**src/rtl/usb_packet_sequencer.sv**
```systemverilog
// usb_packet_sequencer: FIFO read-side sequencer for the sampler datapath.
// Waits for one full packet in the FIFO plus FX3 buffer space, then issues
// exactly PACKET_WORDS back-to-back reads and a write strobe that follows the
// read requests by RD_LATENCY cycles.
// Optional: define USB_SEQ_PKTCOUNT_EN to build the packetCount register;
// otherwise packetCount is tied to 0.
module usb_packet_sequencer #(
  parameter int PACKET_WORDS = 8192,
  parameter int RD_LATENCY   = 2,
  parameter int PKTCNT_WIDTH = 16
) (
  input  logic                    fx3Clk,
  input  logic                    nReset,
  input  logic                    collectData,
  input  logic                    dataAvailable,
  input  logic                    bufferError,
  input  logic                    fx3Ready,
  output logic                    readData,
  output logic                    fx3Write,
  output logic                    packetDone,
  output logic                    errorLatched,
  output logic                    busy,
  output logic [PKTCNT_WIDTH-1:0] packetCount
);

  localparam int CNT_W = $clog2(PACKET_WORDS);

  typedef enum logic [2:0] {IDLE, WAIT_DATA, BURST, DRAIN, ERROR} state_t;

  state_t            state, nextState;
  logic [CNT_W-1:0]  wordCnt;
  logic              pendErr;
  logic              lastRead;
  logic              startCollect;
  // Bit i holds the read strobe (or last-read marker) delayed by i cycles.
  logic [RD_LATENCY:1] wrPipe, lastPipe;

  // readData is registered as (state == BURST), so the final read is the
  // BURST cycle with the counter at its top value.
  assign lastRead     = (state == BURST) && (wordCnt == CNT_W'(PACKET_WORDS - 1));
  assign startCollect = (state == IDLE) && collectData;
  assign fx3Write     = wrPipe[RD_LATENCY];
  assign packetDone   = lastPipe[RD_LATENCY];

  // Next-state logic; DRAIN ends on the cycle the last write leaves the pipe.
  always_comb begin
    nextState = state;
    case (state)
      IDLE:      if (collectData) nextState = WAIT_DATA;
      WAIT_DATA: begin
        if (!collectData)                nextState = IDLE;
        else if (bufferError)            nextState = ERROR;
        else if (dataAvailable && fx3Ready) nextState = BURST;
      end
      BURST:     if (lastRead) nextState = DRAIN;
      DRAIN: begin
        if (packetDone) begin
          if (pendErr || bufferError) nextState = ERROR;
          else if (!collectData)      nextState = IDLE;
          else                        nextState = WAIT_DATA;
        end
      end
      ERROR:     if (!collectData) nextState = IDLE;
      default:   nextState = IDLE;
    endcase
  end

  // State register plus registered control outputs and burst bookkeeping.
  always_ff @(posedge fx3Clk or negedge nReset) begin
    if (!nReset) begin
      state        <= IDLE;
      readData     <= 1'b0;
      busy         <= 1'b0;
      errorLatched <= 1'b0;
      wordCnt      <= '0;
      pendErr      <= 1'b0;
    end else begin
      state    <= nextState;
      readData <= (nextState == BURST);
      busy     <= (nextState != IDLE);
      // Counter wraps to 0 after the last read since PACKET_WORDS is 2^n.
      wordCnt  <= (state == BURST) ? wordCnt + 1'b1 : '0;
      // An error seen while a packet is in flight is deferred to packet end.
      if ((state == BURST || state == DRAIN) && bufferError)
        pendErr <= 1'b1;
      else if (state == IDLE || state == WAIT_DATA)
        pendErr <= 1'b0;
      if (startCollect)
        errorLatched <= 1'b0;
      else if (nextState == ERROR)
        errorLatched <= 1'b1;
    end
  end

  // Delay the read strobe and last-read marker to line up with dataOut.
  always_ff @(posedge fx3Clk or negedge nReset) begin
    if (!nReset) begin
      wrPipe   <= '0;
      lastPipe <= '0;
    end else begin
      wrPipe[1]   <= readData;
      lastPipe[1] <= lastRead;
      for (int i = 2; i <= RD_LATENCY; i++) begin
        wrPipe[i]   <= wrPipe[i-1];
        lastPipe[i] <= lastPipe[i-1];
      end
    end
  end

`ifdef USB_SEQ_PKTCOUNT_EN
  // doneNext is high the cycle before packetDone, so the count updates
  // on the same edge that raises packetDone.
  logic doneNext;
  if (RD_LATENCY == 1) begin : g_doneLat1
    assign doneNext = lastRead;
  end else begin : g_doneLatN
    assign doneNext = lastPipe[RD_LATENCY-1];
  end

  // Completed-packet counter, cleared when a new collection starts.
  always_ff @(posedge fx3Clk or negedge nReset) begin
    if (!nReset)           packetCount <= '0;
    else if (startCollect) packetCount <= '0;
    else if (doneNext)     packetCount <= packetCount + 1'b1;
  end
`else
  assign packetCount = '0;
`endif

endmodule

```
**config.mk**
```make
export PLATFORM = sky130hd
export DESIGN_NAME = usb_packet_sequencer
export DESIGN_NICKNAME = d
export VERILOG_FILES = /design/src/rtl/usb_packet_sequencer.sv
export SDC_FILE = /design/constraint.sdc
export NUM_CORES = 1
export LEC_CHECK = 0
export ABC_AREA = 1
export CAP_MARGIN = 15
export CORE_MARGIN = 2
export CORE_UTILIZATION = 50
export DETAILED_ROUTE_END_ITERATION = 10
export GPL_ROUTABILITY_DRIVEN = 1
export PLACE_DENSITY = 0.83
export SYNTH_ARGS = -nofsm -noshare
export SYNTH_HDL_FRONTEND = slang
export SYNTH_SLANG_ARGS = --single-unit
```
**constraint.sdc**
```tcl
create_clock -name fx3Clk -period 1.55 [get_ports fx3Clk]
set_clock_uncertainty 0.1 [all_clocks]
set_input_delay 0.31 -clock fx3Clk [delete_from_list [all_inputs] [get_ports fx3Clk]]
set_output_delay 0.31 -clock fx3Clk [all_outputs]
set_load 0.1 [all_outputs]
```
After elaboration in Yosys (flattened, before gate mapping)
Cells that the tools add are included.
{"block": "op_classes", "n_bitwise": 0, "mul": 0, "n_eq_ne": 7, "n_lt_le_gt_ge": 0, "div_mod_pow": 0, "shift": 0, "muxes": 15, "n_reduce_logical": 11, "n_addsub": 1}
{"operator": "3-bit two-way mux", "count": 8}
{"operator": "3-bit case mux with 5 select lines", "count": 1}
{"operator": "13-bit by 1-bit adder with 13-bit output (second input constant)", "count": 1}
{"operator": "13-bit equality test (second input constant)", "count": 1}
{"operator": "13-bit two-way mux", "count": 1}
{"operator": "3-bit by 2-bit equality test with 1-bit output (second input constant)", "count": 3}
{"operator": "3-bit equality test (second input constant)", "count": 2}
{"operator": "1-bit two-way mux", "count": 5}
{"operator": "1-bit logical AND", "count": 4}
{"operator": "2-bit nonzero test", "count": 2}
{"operator": "3-bit by 1-bit equality test with 1-bit output (second input constant)", "count": 1}
{"operator": "3-bit logical NOT", "count": 1}
{"operator": "1-bit logical OR", "count": 3}
{"operator": "3-bit nonzero test", "count": 1}
{"block": "word_totals", "input_bits": 6, "rom_bits": 0, "ff_bits": 24, "ramBits": 0, "memories": 0, "latch_bits": 0}

Longest topological paths before layout
Gate-level depths: netlist (run 1).
{"block": "logic_depth", "word_depth": 8, "ltp_mapped": 8}

Least setup slack after synthesis (run 1)
No wires, ideal clock.
{"block": "synth_timing", "kind": "register to register", "start": "reg lastPipe[2] in the netlist's numbering", "end": "reg busy", "arrival_ps": 1458, "period_less_slack_ps": 1692, "setup_ps": 134, "path_slack_ps": -142, "stages_incl_launch_ff": 6, "path_cell_list": "dfrtp_1 inv_1 nand2_1 nand2_1 a21oi_2 nand4_1"}
{"block": "synth_between", "elab_chain_len": 3}
{"element": "from (decl)", "line": "36", "source": "logic [RD_LATENCY:1] wrPipe, lastPipe;"}
{"element": "from (signal, indexed assignment)", "line": "105", "source": "lastPipe[i] <= lastPipe[i-1];"}
{"element": "3-bit two-way mux", "line": "57", "source": "if (packetDone) begin"}
{"element": "3-bit case mux with 5 select lines", "line": "48", "source": "case (state)"}
{"element": "3-bit nonzero test", "line": "80", "source": "busy <= (nextState != IDLE);"}
{"element": "to (signal assigned)", "line": "80"}
{"element": "to (decl)", "line": "22", "source": "output logic busy,"}
Every way passes these cells.
A chain may end at the register's enable or synchronous reset.

Worst setup path after layout (run 1)
{"block": "layout_timing", "start": "reg wordCnt[1]", "end": "reg readData"}
{"block": "layout_between", "elab_chain_len": 5}
{"element": "from (decl)", "line": "31", "source": "logic [CNT_W-1:0] wordCnt;"}
{"element": "from (signal assigned)", "line": "82", "source": "wordCnt <= (state == BURST) ? wordCnt + 1'b1 : '0;"}
{"element": "13-bit equality test", "line": "40", "source": "assign lastRead = (state == BURST) && (wordCnt == CNT_W'(PACKET_WORDS - 1));"}
{"element": "1-bit logical AND", "line": "40"}
{"element": "3-bit two-way mux", "line": "55", "source": "BURST: if (lastRead) nextState = DRAIN;"}
{"element": "3-bit case mux with 5 select lines", "line": "48"}
{"element": "via nextState[0]", "line": "30", "source": "state_t state, nextState;"}
{"element": "3-bit by 2-bit equality test with 1-bit output", "line": "79", "source": "readData <= (nextState == BURST);"}
{"element": "to (signal assigned)", "line": "79"}
{"element": "to (decl)", "line": "18", "source": "output logic readData,"}
The timed path passes the listed nets, and every way through them passes these cells.

==> impl_results.rst, run 1 <==
.. list-table::
   :header-rows: 1

   * - Metric
     - Value
   * - Total Routed Length
     - 2317 µm
   * - Final-layout fill cell count
     - 218
   * - Final layout net count
     - 184
   * - Peak supply drop
     - 1.593 mV
   * - # port buffers
     - 10
   * - Final-report setup violation count
     - 0
   * - Worst path required time
     - 1660 ps
   * - CTS Root Cell
     - sky130_fd_sc_hd__clkbuf_4
   * - Synth Area in Adders
     - 0.9425%
   * - Number of distinct library cell variants in the gate-level netlist after synthesis
     - 25
   * - Worst reg2reg path startpoint
     - wordCnt[1]
   * - Layout cells sized above 1
     - 21.02%
   * - Wire length of the first global-routing pass
     - 4133 µm
   * - Number of placement rows
     - 18
   * - Clock latency on the worst-skew pair
     - 310 ps
   * - Total of cells resized after clock tree synthesis
     - 0
   * - Cell occurring most often along the worst timing path
     - sky130_fd_sc_hd__nand2_2
   * - Netlist area before placement
     - 1328 µm²
   * - Sequence of cells on the critical path
     - ha_2 > nand2_2 > nor2_4 > inv_2 > nor2_8 > nand3_2 > nand2_2 > nor2_2
   * - Proportion of synthesized chip area in sequential cells
     - 45.24%
   * - Number of iterations in the first detailed-routing pass
     - 4
   * - Die area
     - 3083 µm²
   * - Overall track demand over capacity in global routing
     - 16.48%
   * - Element type at the critical path start
     - flop
   * - Area growth from synthesis to layout
     - 13.85%
   * - DP Wirelength
     - 1809 µm
   * - Initial Util
     - 53.10%
   * - Area fraction in and, or, nand and nor cells after synthesis
     - 30.63%
   * - Placer congestion estimate
     - 0.8791
   * - Clock Sink Count
     - 24
   * - Number of antenna violations at the first check in global routing
     - 0
   * - Final hold viol count
     - 0
   * - Antenna fix cells
     - 0
   * - Crit path largest cell delay
     - 400 ps
   * - Number of buffers inserted by post-CTS setup repair
     - 0
   * - Total number of H-tree levels
     - 1
   * - Start point of the critical path
     - wordCnt[1]
   * - Max Transition Viols Final
     - 0
   * - Dominant combinational cell family by area after synthesis
     - simple AND/OR/NAND/NOR gates
   * - Multiplexer share of the synthesized area
     - 0%
   * - Total power draw
     - 2.267 mW
   * - Synthesis-stage register bit count
     - 24
   * - Slowest-stage cell, CP
     - sky130_fd_sc_hd__dfrtp_1
   * - Die X-Extent
     - 55.53 µm
   * - Number of buffers on the longest clock path
     - 2
   * - Number of remaining DRC errors
     - 0
   * - Path type of the worst setup path
     - flop to flop
   * - Vertical die dimension
     - 55.53 µm
   * - Xor and xnor area share after synthesis
     - 0.6598%
   * - Average instance area after synthesis
     - 8.349 µm²
   * - Count of warnings emitted by yosys
     - 0
   * - Number of buffers inserted for hold repair after clock tree synthesis
     - 0
   * - Worst Reg-to-Reg Cells
     - 8
   * - Synth Area in Compound Gates
     - 6.786%
   * - Result of the run
     - finished clean
   * - Gate count of the mapped netlist
     - 159
   * - Crit path max fanout
     - 5
   * - Average routed wire per standard cell
     - 11.25 µm
   * - Cell area power density
     - 1500 nW/µm²
   * - Final period util
     - 93.19%
   * - Remaining global-route overflow
     - 0
   * - Instance area at placement
     - 1483 µm²
   * - Number of global-route vias before repair
     - 1021
   * - Starting DRC count in detailed routing
     - 21
   * - RSZ-0062 raised after global routing
     - no
   * - Total I/O pin count
     - 27
   * - Leakage dissipation
     - 0.7344 nW
   * - Count of maximum capacitance violations
     - 0
   * - Ratio of routed vias to standard cells
     - 4.757
   * - Final period demand of the worst path
     - 1444 ps
   * - Pin count of the biggest net entering global routing
     - 25
   * - Antenna violation net count after detailed routing
     - 0
   * - Arrival time of the worst setup path
     - 1550 ps
   * - TritonCTS clock tree
     - done
   * - Critical path capture point type
     - flop
   * - Total via count in the routed design
     - 980
   * - Achievable clock frequency
     - 692.3 MHz
   * - Min-delay worst type
     - input port to asynchronous set/reset pin
   * - Core region area
     - 2500 µm²
   * - Final design instance area without fill
     - 1511 µm²
   * - Number of buffers inserted during clock tree synthesis
     - 3
   * - Clock transition at the registers of the reported paths
     - 130 ps
==> report_power, final <==
group | internal [mW] | switching, mW | total (mW) | leakage, nW
Sequential | 0.728 | 0.115 | 0.843 | 0.327
Clock | 0.100 | 0.173 | 0.273 | 0.0150
Combinational | 0.337 | 0.814 | 1.15 | 0.393
==> per-layer routing <==
layer	vias up	part of all wire, %	global-route usage, %
met5	-	0	0
met1	455	45	19.61
met3	2	2.5	2.108
li1	506	-	-
met4	0	0.52	5.226
met2	17	52	30.44
==> cell usage after synthesis, drive strengths merged <==
cell type	number	area share, %
dfrtp	24	45
xor2	1	0.66
a21oi	10	4.3
buf	16	9.0
ha	1	0.94
nand3	12	5.7
nand3b	1	0.57
o21ai	5	1.9
nor2	25	10
nand4	3	1.4
nand2	30	9.6
conb	1	0.28
o21a	1	0.57
inv	22	6.4
nor3	7	3.0
==> final timing paths <==
path,to,slack (ps)
min in group fx3Clk,lastPipe[2],260
worst min register to register,lastPipe[2],260
worst max-delay path,readData,110
worst max register to register,readData,110
max in group asynchronous,lastPipe[2],860
worst min-delay path,state[0],240
==> critical path, delay by kind of cell (launching register included) <==
| kind | cells | cell delay [ps] |
|---|---|---|
| flip-flops | 1 | 400 |
| adder cells (fa/ha/maj) | 1 | 210 |
| buffers and inverters | 1 | 90 |
| AND/OR/NAND/NOR | 6 | 550 |
==> kinds of logic after synthesis <==
logic type / after synthesis
XOR/XNOR: 1
other: 1
flip-flops: 24
buffers and inverters: 38
AO/OA/AOI/OAI: 16
AND/OR/NAND/NOR: 78
adder cells (fa/ha/maj): 1
==> state kept, by name, indices dropped and copies added (netlist names) <==
signal,cells
busy,1
errorLatched,1
lastPipe,2
pendErr,1
readData,1
state,3
wordCnt,13
wrPipe,2
==> cell usage in the layout (no fill, tap or decap), drive strengths merged <==
| master | count |
|---|---|
| o21a | 1 |
| nand3b | 1 |
| conb | 16 |
| buf | 9 |
| o21ai | 5 |
| clkdlybuf4s50 | 5 |
| xor2 | 1 |
| nor2 | 25 |
| inv | 22 |
| nand3 | 12 |
| ha | 1 |
| nor3 | 7 |
| dfrtp | 24 |
| a21oi | 10 |
| nand4 | 3 |
| nand2 | 30 |
| clkbuf | 4 |
==> metrics by stage <==
stage          cells  hold slack (ps)  setup WS, ps  setup TNS (ps)  util [%]
4_1_cts          206            234.5         94.21               0     60.36
5_1_grt          206            265.1         11.49               0     60.46
3_5_place_dp     202            234.7        -25.53          -27.74     59.31
2_1_floorplan    174           -85.59         151.3               0         -
3_3_place_gp     202            232.4         4.270               0     59.31
6_report         206            241.0         105.6               0     60.46
==> layout make-up <==
cell class / count / area [µm²] / area share (%)
flip-flops and latches: 24 / 601.8 / 39.82
repair buffers: 14 / 180.2 / 11.92
inverters: 22 / 85.08 / 5.629
clock buffers: 4 / 26.28 / 1.738
well taps: 30 / 37.54 / 2.483
multi-input cells: 112 / 580.6 / 38.41
No activity file was read; power rests on OpenSTA's default activity.
==> run 2: changes to the inputs <==
- CORE_UTILIZATION: 50 -> 43
- PLACE_DENSITY: 0.83 -> 0.74
- SKIP_CTS_REPAIR_TIMING: not set -> 1
==> impl_results.rst, run 2 (synthesized netlist as in run 1, its figures left out) <==
.. list-table::
   :header-rows: 1

   * - Metric
     - Value
   * - Path type of the worst setup path
     - flop to flop
   * - Average routed wire per standard cell
     - 11.71 µm (+4.1%)
   * - DP Wirelength
     - 1946 µm (+7.6%)
   * - Number of remaining DRC errors
     - 0 (unchanged)
   * - Crit path max fanout
     - 4 (-1)
   * - Core region area
     - 3003 µm² (+20%)
   * - Register bank with the most flops
     - wordCnt
   * - Initial Util
     - 44.21% (-8.9 points)
   * - Total I/O pin count
     - 27 (unchanged)
   * - Number of standard cells in the final layout excluding fillers
     - 211 (+2.4%)
   * - Worst Setup Slack, final
     - 138.5 ps (+32.88 ps)
   * - Arrival time of the worst setup path
     - 1540 ps (about the same)
   * - Cell area power density
     - 1587 nW/µm² (+5.8%)
   * - Antenna violation net count after detailed routing
     - 0 (unchanged)
   * - CTS Root Cell
     - sky130_fd_sc_hd__clkbuf_4
   * - Slack of the worst reg-to-reg path
     - 140 ps (+30 ps)
   * - Number of buffers on the longest clock path
     - 2 (unchanged)
   * - Total power draw
     - 2.466 mW (+8.8%)
   * - Worst reg2reg path startpoint
     - wordCnt[1]
   * - Start point of the critical path
     - wordCnt[1]
   * - Layout cells sized above 1
     - 21.91% (+0.89 points)
   * - Vertical die dimension
     - 59.57 µm (+7.3%)
   * - # port buffers
     - 10 (unchanged)
   * - Clock transition at the registers of the reported paths
     - 130 ps (about the same)
   * - Final layout net count
     - 186 (+1.1%)
   * - Ratio of routed vias to standard cells
     - 4.948 (+4.0%)
   * - Clock latency on the worst-skew pair
     - 320 ps (about the same)
   * - Leakage dissipation
     - 0.7612 nW (+3.7%)
   * - Buf/Inv on CP
     - 1 (unchanged)
   * - Count of maximum capacitance violations
     - 0 (unchanged)
   * - Total via count in the routed design
     - 1044 (+6.5%)
   * - Cell depth of the worst setup path
     - 8 (unchanged)
   * - Final hold viol count
     - 0 (unchanged)
   * - Wire length of the first global-routing pass
     - 4071 µm (-1.5%)
   * - Capturing element of the worst setup path
     - wordCnt[12]
   * - Remaining global-route overflow
     - 0 (unchanged)
   * - Starting DRC count in detailed routing
     - 14 (-33%)
   * - Element type at the critical path start
     - flop
   * - Total Routed Length
     - 2470 µm (+6.6%)
   * - Antenna fix cells
     - 0 (unchanged)
   * - Crit path largest cell delay
     - 380 ps (-20 ps)
   * - Critical path capture point type
     - flop
   * - Pin count of the biggest net entering global routing
     - 25 (unchanged)
   * - Commonest non-fill, non-tap cell in the layout
     - sky130_fd_sc_hd__nand2_1
   * - Clock Sink Count
     - 24 (unchanged)
   * - RSZ-0062 raised after global routing
     - no
   * - Post-Place Setup Slack
     - -26.34 ps (-0.8141 ps)
   * - Number of placement rows
     - 20 (+2)
   * - Most frequent cells in the layout
     - sky130_fd_sc_hd__nand2_1, sky130_fd_sc_hd__dfrtp_1, sky130_fd_sc_hd__nor2_1
   * - Final-report setup violation count
     - 0 (unchanged)
   * - Flip-flop count of the largest register after layout
     - 13 (unchanged)
   * - Final design utilization
     - 51.75% (-8.7 points)
   * - Area growth from synthesis to layout
     - 17.06%
   * - Worst path required time
     - 1670 ps (about the same)
   * - Die area
     - 3548 µm² (+15%)
   * - Slowest-stage cell, CP
     - sky130_fd_sc_hd__dfrtp_1
   * - Worst Reg-to-Reg Cells
     - 8 (unchanged)
   * - Number of antenna violations at the first check in global routing
     - 0 (unchanged)
   * - TritonCTS clock tree
     - done
   * - Overall track demand over capacity in global routing
     - 15.37% (-1.1 points)
   * - Placer congestion estimate
     - 0.8818 (+0.31%)
   * - Top Family by Delay on Critical Path
     - simple AND/OR/NAND/NOR gates
   * - Final period util
     - 91.07% (-2.1 points)
   * - Final period demand of the worst path
     - 1412 ps (-32.88 ps)
   * - Total number of H-tree levels
     - 1 (unchanged)
   * - Sequence of cells on the critical path
     - ha_1 > nand2_2 > nor2_4 > inv_2 > nor2_8 > nand3_1 > nand2_1 > a21oi_1
   * - Worst flop-to-flop path endpoint
     - wordCnt[12]
   * - Number of placed cells counting well taps
     - 206 (+2.0%)
   * - Die X-Extent
     - 59.57 µm (+7.3%)
   * - Result of the run
     - finished clean
   * - Total negative slack
     - 0 ps (unchanged)
   * - Registers with the most flip-flops
     - wordCnt (13), state (3)
   * - Achievable clock frequency
     - 708.5 MHz (+2.3%)
   * - Number of iterations in the first detailed-routing pass
     - 4 (unchanged)
   * - Number of global-route vias before repair
     - 980 (-4.0%)
   * - Max Transition Viols Final
     - 0 (unchanged)
   * - Peak supply drop
     - 0.7087 mV (-55%)
   * - Min-delay worst type
     - input port to asynchronous set/reset pin
   * - Number of buffers inserted during clock tree synthesis
     - 3 (unchanged)
## run 2: per-stage QoR
step,hold slack [ps],instance area [µm²]
finish,225.1,1554
global route,235.4,1554
CTS,228.5,1546
detailed placement,239.2,1494
global placement,232.1,1494
floorplan,-85.59,1385
## run 2: report_power, final
group,total [mW],internal [mW],switching (mW)
registers,0.851,0.728,0.123
logic,1.16,0.338,0.824
clock network,0.453,0.262,0.191
## run 2: worst min-delay path by stage
stage	end	slack, ps	cells past startpoint
3_5_place_dp	lastPipe[2]	240	0
6_report	wordCnt[11]	230	2
5_1_grt	wordCnt[11]	240	2
3_3_place_gp	wrPipe[2]	230	0
4_1_cts	wordCnt[11]	230	2
2_1_floorplan	busy	-90	0
## run 2: area by class of cell
cell class,instances,area [µm²]
Fill cell,295,1449
Timing Repair Buffer,16,195.2
Clock inverter,1,30.03
Sequential cell,24,601.8
Clock buffer,3,22.52
Tap cell,33,41.29
Inverter,22,85.08
Multi-Input combinational cell,112,578.1
## run 2: routing by layer
| metal | global-route usage, % | up-vias | wire length (µm) |
|---|---|---|---|
| li1 | - | 510 | - |
| met1 | 18.78 | 508 | 1088 |
| met2 | 25.90 | 21 | 1264 |
| met3 | 2.620 | 5 | 60 |
| met4 | 7.937 | 0 | 57 |
| met5 | 0 | - | 0 |
==> run 3: changes to the inputs <==
- CELL_PAD_IN_SITES_DETAIL_PLACEMENT: not set -> 1
- CELL_PAD_IN_SITES_GLOBAL_PLACEMENT: not set -> 1
- CORE_UTILIZATION: 43 -> 37
- PLACE_DENSITY: 0.74 -> 0.83
==> impl_results.rst, run 3 (synthesized netlist as in run 1, its figures left out) <==
.. list-table::
   :header-rows: 1

   * - Metric
     - Value
   * - RSZ-0062 raised after global routing
     - no
   * - Vertical die dimension
     - 63.90 µm (+7.3%)
   * - Final layout net count
     - 186 (unchanged)
   * - Number of placed cells counting well taps
     - 217 (+5.3%)
   * - Number of standard cells in the final layout excluding fillers
     - 224 (+6.2%)
   * - Result of the run
     - finished clean
   * - Worst flop-to-flop path endpoint
     - wordCnt[12]
   * - Register bank with the most flops
     - wordCnt
   * - Slack of the worst reg-to-reg path
     - 110 ps (-30 ps)
   * - Top Family by Delay on Critical Path
     - simple AND/OR/NAND/NOR gates
   * - Registers with the most flip-flops
     - wordCnt (13), state (3)
   * - Final-report setup violation count
     - 0 (unchanged)
   * - Path type of the worst setup path
     - flop to flop
   * - Number of antenna violations at the first check in global routing
     - 0 (unchanged)
   * - Number of buffers on the longest clock path
     - 2 (unchanged)
   * - Average routed wire per standard cell
     - 12.03 µm (+2.8%)
   * - Achievable clock frequency
     - 694.8 MHz (-1.9%)
   * - Element type at the critical path start
     - flop
   * - Max Transition Viols Final
     - 0 (unchanged)
   * - Cell area power density
     - 1507 nW/µm² (-5.0%)
   * - Count of maximum capacitance violations
     - 0 (unchanged)
   * - Total via count in the routed design
     - 1038 (-0.57%)
   * - Sequence of cells on the critical path
     - ha_1 > nand2_2 > nor2_4 > inv_2 > nor2_8 > nand3_1 > nand2_1 > a21oi_1
   * - Start point of the critical path
     - wordCnt[0]
   * - Final period demand of the worst path
     - 1439 ps (+27.77 ps)
   * - Ratio of routed vias to standard cells
     - 4.634 (-6.3%)
   * - Final-layout fill cell count
     - 396 (+34%)
   * - Final hold viol count
     - 0 (unchanged)
   * - Leakage dissipation
     - 0.7546 nW (-0.87%)
   * - Clock transition at the registers of the reported paths
     - 130 ps (about the same)
   * - Clock latency on the worst-skew pair
     - 320 ps (about the same)
   * - Remaining global-route overflow
     - 0 (unchanged)
   * - Arrival time of the worst setup path
     - 1570 ps (+30 ps)
   * - Clock Sink Count
     - 24 (unchanged)
   * - Die X-Extent
     - 63.90 µm (+7.3%)
   * - Wire length of the first global-routing pass
     - 4609 µm (+13%)
   * - TritonCTS clock tree
     - done
   * - Most frequent cells in the layout
     - sky130_fd_sc_hd__nand2_1, sky130_fd_sc_hd__dfrtp_1, sky130_fd_sc_hd__nor2_1
   * - Layout cells sized above 1
     - 21.91% (unchanged)
   * - Number of placement rows
     - 21 (+5.0%)
   * - Pin count of the biggest net entering global routing
     - 25 (unchanged)
   * - Total I/O pin count
     - 27 (unchanged)
   * - Slowest-stage cell, CP
     - sky130_fd_sc_hd__dfrtp_1
   * - Antenna fix cells
     - 0 (unchanged)
   * - CTS Root Cell
     - sky130_fd_sc_hd__clkbuf_4
   * - Flip-flop count of the largest register after layout
     - 13 (unchanged)
   * - Worst path required time
     - 1680 ps (about the same)
   * - Antenna violation net count after detailed routing
     - 0 (unchanged)
   * - Area growth from synthesis to layout
     - 17.06% (unchanged)
   * - Initial Util
     - 39.17% (-5.0 points)
   * - Overall track demand over capacity in global routing
     - 14.24% (-1.1 points)
   * - Crit path largest cell delay
     - 370 ps (about the same)
   * - DP Wirelength
     - 2118 µm (+8.8%)
   * - Min-delay worst type
     - input port to asynchronous set/reset pin
   * - Final design utilization
     - 45.85% (-5.9 points)
   * - Number of iterations in the first detailed-routing pass
     - 4 (unchanged)
   * - Worst reg2reg path startpoint
     - wordCnt[0]
   * - Final period util
     - 92.86% (+1.8 points)
   * - Crit path max fanout
     - 4 (unchanged)
   * - Storage element area
     - 601.8 µm² (unchanged)
   * - Total negative slack
     - 0 ps (unchanged)
   * - Total number of H-tree levels
     - 1 (unchanged)
   * - # port buffers
     - 10 (unchanged)
   * - Core region area
     - 3390 µm² (+13%)
   * - Commonest non-fill, non-tap cell in the layout
     - sky130_fd_sc_hd__nand2_1
   * - Cell depth of the worst setup path
     - 8 (unchanged)
   * - Total Routed Length
     - 2695 µm (+9.1%)
   * - Worst Reg-to-Reg Cells
     - 8 (unchanged)
   * - Number of buffers inserted during clock tree synthesis
     - 3 (unchanged)
   * - Critical path capture point type
     - flop
   * - Multi-input gate area in the final layout
     - 578.1 µm² (unchanged)
   * - Buf/Inv on CP
     - 1 (unchanged)
   * - Number of remaining DRC errors
     - 0 (unchanged)
   * - Starting DRC count in detailed routing
     - 23 (+9)
   * - Peak supply drop
     - 0.5958 mV (-16%)
   * - Number of global-route vias before repair
     - 1101 (+12%)
   * - Die area
     - 4083 µm² (+15%)
   * - Placer congestion estimate
     - 0.8008 (-9.2%)
   * - Total power draw
     - 2.342 mW (-5.0%)
-- run 3: final cells by class --
cell class / instances / share of cell area (%)
Clock buffer: 4 / 2.335
Inverter: 22 / 5.475
Multi-Input combinational cell: 112 / 37.20
Sequential cell: 24 / 38.73
Tap cell: 46 / 3.704
Timing Repair Buffer: 16 / 12.56
-- run 3: worst max path at each step --
stage	endpoint	slack (ps)
after detailed placement	readData	-60
after global placement	readData	0.7
after floorplan	busy	150
after global routing	wordCnt[12]	5
final	wordCnt[12]	110
after CTS	readData	60
-- run 3: per-layer routing --
layer  GRT usage, %  wire, µm  vias to the layer above
met3          2.465        76                        5
met4          5.978        49                        0
met5              0         0                        -
li1               -         -                      506
met1          15.81      1169                      511
met2          26.43      1400                       16
-- run 3: report_power, final --
group	leakage [nW]	total, mW	internal, mW	switching (mW)
registers	0.327	0.846	0.728	0.118
logic	0.407	1.16	0.337	0.823
clock network	0.0210	0.337	0.144	0.193
-- run 3: worst reg2reg max path, stage by stage, from the launching register on --
cell	delay (ps)
sky130_fd_sc_hd__dfrtp_1	370
sky130_fd_sc_hd__ha_1	210
sky130_fd_sc_hd__nand2_2	80
sky130_fd_sc_hd__nor2_4	160
sky130_fd_sc_hd__inv_2	80
sky130_fd_sc_hd__nor2_8	110
sky130_fd_sc_hd__nand3_1	100
sky130_fd_sc_hd__nand2_1	90
sky130_fd_sc_hd__a21oi_1	40
-- run 3: metrics by stage --
stage               cell area, µm²  worst slack (ps)  hold slack, ps
global route                  1554             5.177           250.8
finish                        1554             110.7           231.9
global placement              1495            0.7306           232.0
floorplan                     1385             151.3          -85.59
detailed placement            1495            -59.15           236.3
CTS                           1531             60.18           228.6
